<file path="config.mk">
export PLATFORM = sky130hd
export DESIGN_NAME = alu_share_arbiter
export DESIGN_NICKNAME = d
export VERILOG_FILES = /design/src/rtl/alu_share_arbiter.sv
export SDC_FILE = /design/constraint.sdc
export NUM_CORES = 1
export LEC_CHECK = 0
export CAP_MARGIN = 30
export CORE_MARGIN = 2
export CORE_UTILIZATION = 57
export CTS_BUF_LIST = sky130_fd_sc_hd__clkbuf_2
export CTS_CLUSTER_SIZE = 16
export DETAILED_ROUTE_END_ITERATION = 6
export PLACE_DENSITY = 0.84
export RECOVER_POWER = 50
export SLEW_MARGIN = 20
export SYNTH_ARGS = -nofsm -noshare
export SYNTH_HDL_FRONTEND = slang
export SYNTH_SLANG_ARGS = --single-unit
</file>
<file path="constraint.sdc">
create_clock -name clk -period 5.31 [get_ports clk]
set_clock_uncertainty 0.05 [all_clocks]
set_input_delay 1.062 -clock clk [delete_from_list [all_inputs] [get_ports clk]]
set_output_delay 1.062 -clock clk [all_outputs]
set_load 0.02 [all_outputs]
</file>
<file path="src/rtl/alu_share_arbiter.sv">
// Round-robin arbiter sharing one 64-bit ALU between two requesters, with one op in flight.
// Each op runs IDLE -> EXEC -> RESP; the response is held until rsp_ready, and reqX_ready stays low meanwhile.
module alu_share_arbiter #(
  parameter int WIDTH       = 64,
  parameter int EXEC_CYCLES = 1
) (
  input  logic             clk,
  input  logic             reset_n,
  input  logic             req0_valid,
  output logic             req0_ready,
  input  logic [WIDTH-1:0] req0_a,
  input  logic [WIDTH-1:0] req0_b,
  input  logic [2:0]       req0_ctrl,
  input  logic             req1_valid,
  output logic             req1_ready,
  input  logic [WIDTH-1:0] req1_a,
  input  logic [WIDTH-1:0] req1_b,
  input  logic [2:0]       req1_ctrl,
  output logic             rsp_valid,
  input  logic             rsp_ready,
  output logic             rsp_id,
  output logic [WIDTH-1:0] rsp_result,
  output logic             rsp_negative,
  output logic             rsp_zero,
  output logic             rsp_overflow,
  output logic             rsp_carry_out,
  output logic             rsp_err
);

  typedef enum logic [1:0] {IDLE, EXEC, RESP} state_t;

  localparam logic [3:0] CNT_INIT = 4'(EXEC_CYCLES - 1);

  state_t           state;
  logic [3:0]       cnt;
  logic             last_grant;
  logic [WIDTH-1:0] op_a;
  logic [WIDTH-1:0] op_b;
  logic [2:0]       op_ctrl;
  logic             op_id;

  logic             grant_id;
  logic             accept;
  logic [WIDTH:0]   sum;
  logic [WIDTH-1:0] alu_res;
  logic             alu_neg;
  logic             alu_zero;
  logic             alu_ovf;
  logic             alu_carry;
  logic             alu_err;

  // On a tie the requester that did not win last time gets the grant.
  always_comb begin
    grant_id = req1_valid;
    if (req0_valid && req1_valid) grant_id = ~last_grant;
  end

  assign req0_ready = (state == IDLE) && req0_valid && !grant_id;
  assign req1_ready = (state == IDLE) && req1_valid &&  grant_id;
  assign accept     = req0_ready || req1_ready;

  // The ALU only ever sees the latched operands.
  always_comb begin
    sum       = '0;
    alu_res   = '0;
    alu_ovf   = 1'b0;
    alu_carry = 1'b0;
    alu_err   = 1'b0;
    case (op_ctrl)
      3'b000: alu_res = op_b;
      3'b010: begin
        sum       = {1'b0, op_a} + {1'b0, op_b};
        alu_res   = sum[WIDTH-1:0];
        alu_carry = sum[WIDTH];
        alu_ovf   = (op_a[WIDTH-1] == op_b[WIDTH-1]) && (alu_res[WIDTH-1] != op_a[WIDTH-1]);
      end
      3'b011: begin
        sum       = {1'b0, op_a} + {1'b0, ~op_b} + (WIDTH+1)'(1);
        alu_res   = sum[WIDTH-1:0];
        alu_carry = sum[WIDTH];
        alu_ovf   = (op_a[WIDTH-1] != op_b[WIDTH-1]) && (alu_res[WIDTH-1] != op_a[WIDTH-1]);
      end
      3'b100: alu_res = op_a & op_b;
      3'b101: alu_res = op_a | op_b;
      3'b110: alu_res = op_a ^ op_b;
      default: alu_err = 1'b1;
    endcase
  end

  assign alu_neg  = !alu_err && alu_res[WIDTH-1];
  assign alu_zero = !alu_err && (alu_res == '0);

  always_ff @(posedge clk) begin
    if (!reset_n) begin
      state         <= IDLE;
      cnt           <= '0;
      last_grant    <= 1'b1;
      op_a          <= '0;
      op_b          <= '0;
      op_ctrl       <= '0;
      op_id         <= 1'b0;
      rsp_valid     <= 1'b0;
      rsp_id        <= 1'b0;
      rsp_result    <= '0;
      rsp_negative  <= 1'b0;
      rsp_zero      <= 1'b0;
      rsp_overflow  <= 1'b0;
      rsp_carry_out <= 1'b0;
      rsp_err       <= 1'b0;
    end else begin
      case (state)
        IDLE: begin
          if (accept) begin
            op_a       <= grant_id ? req1_a    : req0_a;
            op_b       <= grant_id ? req1_b    : req0_b;
            op_ctrl    <= grant_id ? req1_ctrl : req0_ctrl;
            op_id      <= grant_id;
            last_grant <= grant_id;
            cnt        <= CNT_INIT;
            state      <= EXEC;
          end
        end
        EXEC: begin
          if (cnt != 4'd0) begin
            cnt <= cnt - 4'd1;
          end else begin
            rsp_valid     <= 1'b1;
            rsp_id        <= op_id;
            rsp_result    <= alu_res;
            rsp_negative  <= alu_neg;
            rsp_zero      <= alu_zero;
            rsp_overflow  <= alu_ovf;
            rsp_carry_out <= alu_carry;
            rsp_err       <= alu_err;
            state         <= RESP;
          end
        end
        RESP: begin
          if (rsp_ready) begin
            rsp_valid <= 1'b0;
            state     <= IDLE;
          end
        end
        default: state <= IDLE;
      endcase
    end
  end

endmodule

</file>
# After elaboration in Yosys (flattened, before gate mapping)
# Index checks and enable logic that the tools add are counted.
# totals
register_bits	210
elab_cells	81
out_inout_bits	73
inputBits	267
# op_classes
n_reduce_logical	23
add_sub_neg	4
bitwise	6
mux	18
eq_ne	15
# ops
cell	n
$pmux W64 S6	1
$add A64 B64 Y65	2
$mux W64	2
$add A65 B1 Y65 const B	1
$and A64 B64 Y64	1
$logic_not A64 Y1	1
$not A64 Y64	1
$or A64 B64 Y64	1
$xor A64 B64 Y64	1
$eq A3 B3 Y1 const B	3
$logic_and A1 B1 Y1	9
$reduce_and A3 Y1	3
$mux W4	2
$ne A2 B2 Y1 const B	4
$pmux W4 S2	1
$eq A3 B2 Y1 const B	2
$mux W2	3
$pmux W1 S2	3
$pmux W2 S3	1
$reduce_or A6 Y1	1
$mux W1	4
$reduce_and A2 Y1	2
$reduce_bool A2 Y1	2
$reduce_bool A4 Y1	1
11 further kinds	14

# Longest topological paths before layout
# logic_depth
ltp_word	7
mapped_depth	17

# Worst setup path before layout
# OpenSTA, ideal clock, no wires.
# synth_timing
path_kind	reg-to-reg
startpoint	register op_a[1]
endpoint	register rsp_zero
slack_ns	0.943
t_arrival_ns	4.233
required_time_ns	5.176
path_stages_with_launch	16
setup_time_ns	0.084
n_path_buf	0
cell_sequence	dfxtp_1 > inv_1 > ha_1 > o21ba_1 > or4_4 > a21oi_4 > o2111ai_2 > a311o_1 > a211oi_2 > o2111ai_1 > or4_1 > or4_1 > nor4_1 > nand4_1 > or4_1 > o31ai_2
# synth_via
elab_chain_cells	5
elab_cells_between_ends	9
classes_between	3 x add/sub; 1 x mux; 3 x bitwise; 2 x reduce/logical
# synth_lines
item	line_no	text
start: declaration	37	logic [WIDTH-1:0] op_a;
start signal: assignment	114	op_a <= grant_id ? req1_a : req0_a;
$add A64 B64 Y65	78	sum = {1'b0, op_a} + {1'b0, ~op_b} + (WIDTH+1)'(1);
$add A65 B1 Y65	78	
$pmux W64 S6 (*)	69	case (op_ctrl)
$logic_not A64 Y1 (*)	91	assign alu_zero = !alu_err && (alu_res == '0);
$logic_and A1 B1 Y1 (*)	91	
end signal: assignment	131	rsp_zero <= alu_zero;
end: declaration	24	output logic rsp_zero,
# Every way passes the cells marked *; elsewhere a longest branch is shown, timed or not.
# A chain may end at the register's enable or synchronous reset.

# Worst setup path after layout
# layout_timing
startpoint	register op_b[1]
endpoint	register rsp_zero
# layout_via
elab_chain_cells	6
elab_cells_between_ends	10
classes_between	3 x add/sub; 1 x mux; 4 x bitwise; 2 x reduce/logical
# layout_lines
item	line_no	text
start: declaration	38	logic [WIDTH-1:0] op_b;
start signal: assignment	115	op_b <= grant_id ? req1_b : req0_b;
$not A64 Y64	78	
$add A64 B64 Y65	78	
$add A65 B1 Y65	78	
$pmux W64 S6 (*)	69	
$logic_not A64 Y1 (*)	91	
$logic_and A1 B1 Y1 (*)	91	
# Marks and branches as above.

==> metrics.cfg <==
[synthesis]
synth_edf_count=0
synth.distinct_cells=93
synthSimpleGateAreaFrac_pct=20.4
yosys.area.top_type=dfxtp_1
synth_flop_cell=dfxtp_1
syn_area_mm2=0.0213
synth_xor_area_share_pct=0.904
syn_area_per_cell_um2=7.15
synth_top_family_by_area=compound AO/OA/AOI/OAI gates
async_reset_ff_share_pct=0
synthCells=2981
synth_fp_nets=3458
synth_fa_ha_area_share_pct=12.4
synth_warnings=0
synth-compound-area-share_pct=31.7
synthMuxAreaShare_pct=6.96
ys_seq_elements=210
yosys-top-cells-area=dfxtp_1 (20%), ha_1 (12%), nor2_1 (7.0%)
yosys.area.top_type_share_pct=19.7
synth-seq-area-share_pct=19.7

[die]
initial_core_util_pct=58.1
die_h_um=197
coreArea_mm2=0.0367
die_w_um=197
io_pins=340
rows=70
die-area_mm2=0.0389

[worst_setup_path]
crit_fanout=5
r2r_end=rsp_zero$_SDFFE_PN0P_
worstRegToRegCells=15
r2r_slack_ns=0.02
cp-start-kind=register
required_ns=6.30
crit_arrival_ns=6.28
rr_startpoint=op_b[1]$_SDFFE_PN0P_
critPathKind=register to register
cp-end-kind=register

[clock_tree]
cts_buffers=55
clock_latency_ns=1.13
cts_tree=yes
clk_pin_slew_ns=0.14
clockBufferDepth=3
h-tree-depth=2
cts_sinks=210
root_buffer=clkbuf_2

[timing]
post-route-min-period_ns=5.29
final.setup.tns_ns=0
final_max_slew_viol_count=181
period_share_pct=99.6
fmax_mhz=189
finalSetupViolCount=0
hold_viol_final=0
worst-slew-pin-transition_ns=4.05
slew_headroom_pct=-170

[routing]
route.detailed.drc=0
routedWlPerCell_um=24.0
num_vias=25600
dr.pass1.iters=6
route.antenna.remaining_nets=0
drt-total-wl_um=91500
avgViaCountPerCell=6.73
drt_iter0_drc=3293

[global_routing]
grt_pass1_wl_um=137000
track_usage_pct=44.9
grt-ovfl-total=0
grt_max_degree=135
grt_pass1_vias=24300
antenna_found_initial=3

[placed_design]
dp_hpwl_um=69900
numPortBuffers=339
gp_congestion=1.07

[status]
outcome=finished with violations
violations=max-capacitance violations, max-slew violations

[finish]
drive_gt1_share_pct=8.72
final_cell_mix=nor2_1 (393), clkdlybuf4s50_1 (338), a21oi_1 (271)
final_common_cell=nor2_1
nets=3778
area_growth_pct=22.7

[worst_hold_path]
worstHoldPathType=register to register
hold_start=op_id$_SDFFE_PN0P_
hold_depth=2
hold-path-endpoint=rsp_id$_SDFFE_PN0P_

[flow_run]
drv_cap=3

[power_and_ir_drop]
p_total_uw=12700
powerDensity_mw_per_mm2=487
max-vdd-ir-drop_mv=0.392
p_leak_uw=0.0104

## sequential cells by signal (all words and copies together), names as in the netlist
signal / count
op_ctrl: 3
rsp_negative: 1
rsp_valid: 1
rsp_result: 64
op_b: 64
rsp_id: 1
rsp_zero: 1
op_a: 64
cnt: 4
rsp_overflow: 1
op_id: 1
state: 2
rsp_carry_out: 1
rsp_err: 1
last_grant: 1
## cell usage after synthesis, drive strengths merged (16+ instances only)
| library cell | n |
|---|---|
| dfxtp | 210 |
| a22oi | 29 |
| a21o | 31 |
| mux2i | 147 |
| o21bai | 24 |
| a221oi | 22 |
| o21ai | 136 |
| nand2 | 228 |
| nor2 | 397 |
| nand3 | 55 |
| a21oi | 272 |
| o22ai | 16 |
| o31ai | 38 |
| nor2b | 23 |
| xnor2 | 17 |
| a31oi | 32 |
| buf | 76 |
| a211oi | 193 |
| clkbuf | 136 |
| nor3 | 83 |
| ha | 208 |
| inv | 212 |
| nand4 | 42 |
| nor4 | 44 |
| o211ai | 59 |
## where the power goes
group	internal [uW]	switching, uW
combinational	3210	5790
sequential	2000	464
clock	494	766
## logic make-up after synthesis
group	count (synthesis)
XOR/XNOR	22
flip-flops	210
AND/OR/NAND/NOR	960
buffers and inverters	427
adder cells (fa/ha/maj)	210
AO/OA/AOI/OAI	1004
multiplexers	148
## per-layer routing
layer  up-vias  track usage [%]  share of wire, %
li1      11500                -                 -
met1     11900             56.7                38
met2      1803             71.0                44
met3       400             9.49                12
met4         4             25.7               6.1
met5         -                0             0.021
## final cells by class
cell class	count	area, um2
clock inverter	16	121
multi-input combinational	2344	15500
fill	2869	10600
antenna	1	2.50
timing repair buffer	475	4480
sequential	210	4210
tap	468	586
inverter	215	811
clock buffer	78	390
## worst max path at each step
| stage | startpoint | endpoint | slack, ns | cells after the start |
|---|---|---|---|---|
| 3_3_place_gp | op_b[31]$_SDFFE_PN0P_ | rsp_zero$_SDFFE_PN0P_ | -0.04 | 15 |
| 6_report | op_b[1]$_SDFFE_PN0P_ | rsp_zero$_SDFFE_PN0P_ | 0.02 | 15 |
| 3_5_place_dp | op_b[40]$_SDFFE_PN0P_ | rsp_zero$_SDFFE_PN0P_ | -0.15 | 15 |
| 2_1_floorplan | op_a[1]$_SDFFE_PN0P_ | rsp_zero$_SDFFE_PN0P_ | 0.94 | 15 |
| 5_1_grt | op_b[10]$_SDFFE_PN0P_ | rsp_zero$_SDFFE_PN0P_ | -0.02 | 15 |
| 4_1_cts | op_b[40]$_SDFFE_PN0P_ | rsp_zero$_SDFFE_PN0P_ | 0.01 | 15 |
## worst max-delay path, cell delays in order, from the launching register on
cell and delay [ns]:
dfxtp_1 0.43, inv_1 0.15, ha_1 0.37, o21ba_1 0.24
or4_4 0.48, a21oi_4 0.28, o2111ai_2 0.20, a21o_2 0.34
a21oi_1 0.43, o21bai_1 0.21, a21oi_1 0.30, o31a_1 0.17
o22ai_1 0.14, or4_1 0.60, or4_1 0.60, o31ai_2 0.19
## metrics by stage
stage	setup WS [ns]	util, %	hold WS (ns)	instance area (um2)	std cells
3_3_place_gp	-0.0421	69.4	0.391	25500	3706
3_5_place_dp	-0.153	69.4	0.396	25500	3706
2_1_floorplan	0.943	-	0.382	21300	2981
5_1_grt	-0.0158	71.2	0.451	26100	3807
6_report	0.0211	71.2	0.415	26100	3807
4_1_cts	0.0130	70.9	0.410	26000	3800
## what timing repair did
item | 4_1_cts | 5_1_grt
setup buffers | 0 | 3
setup endpoints to repair | 1 | 1
endpoints found under the hold margin | 0 | 0
pin swaps | 0 | 2
resized for setup | 2 | 20
hold buffers | 0 | 0
Note: power is estimated with default switching activity, not from simulation.
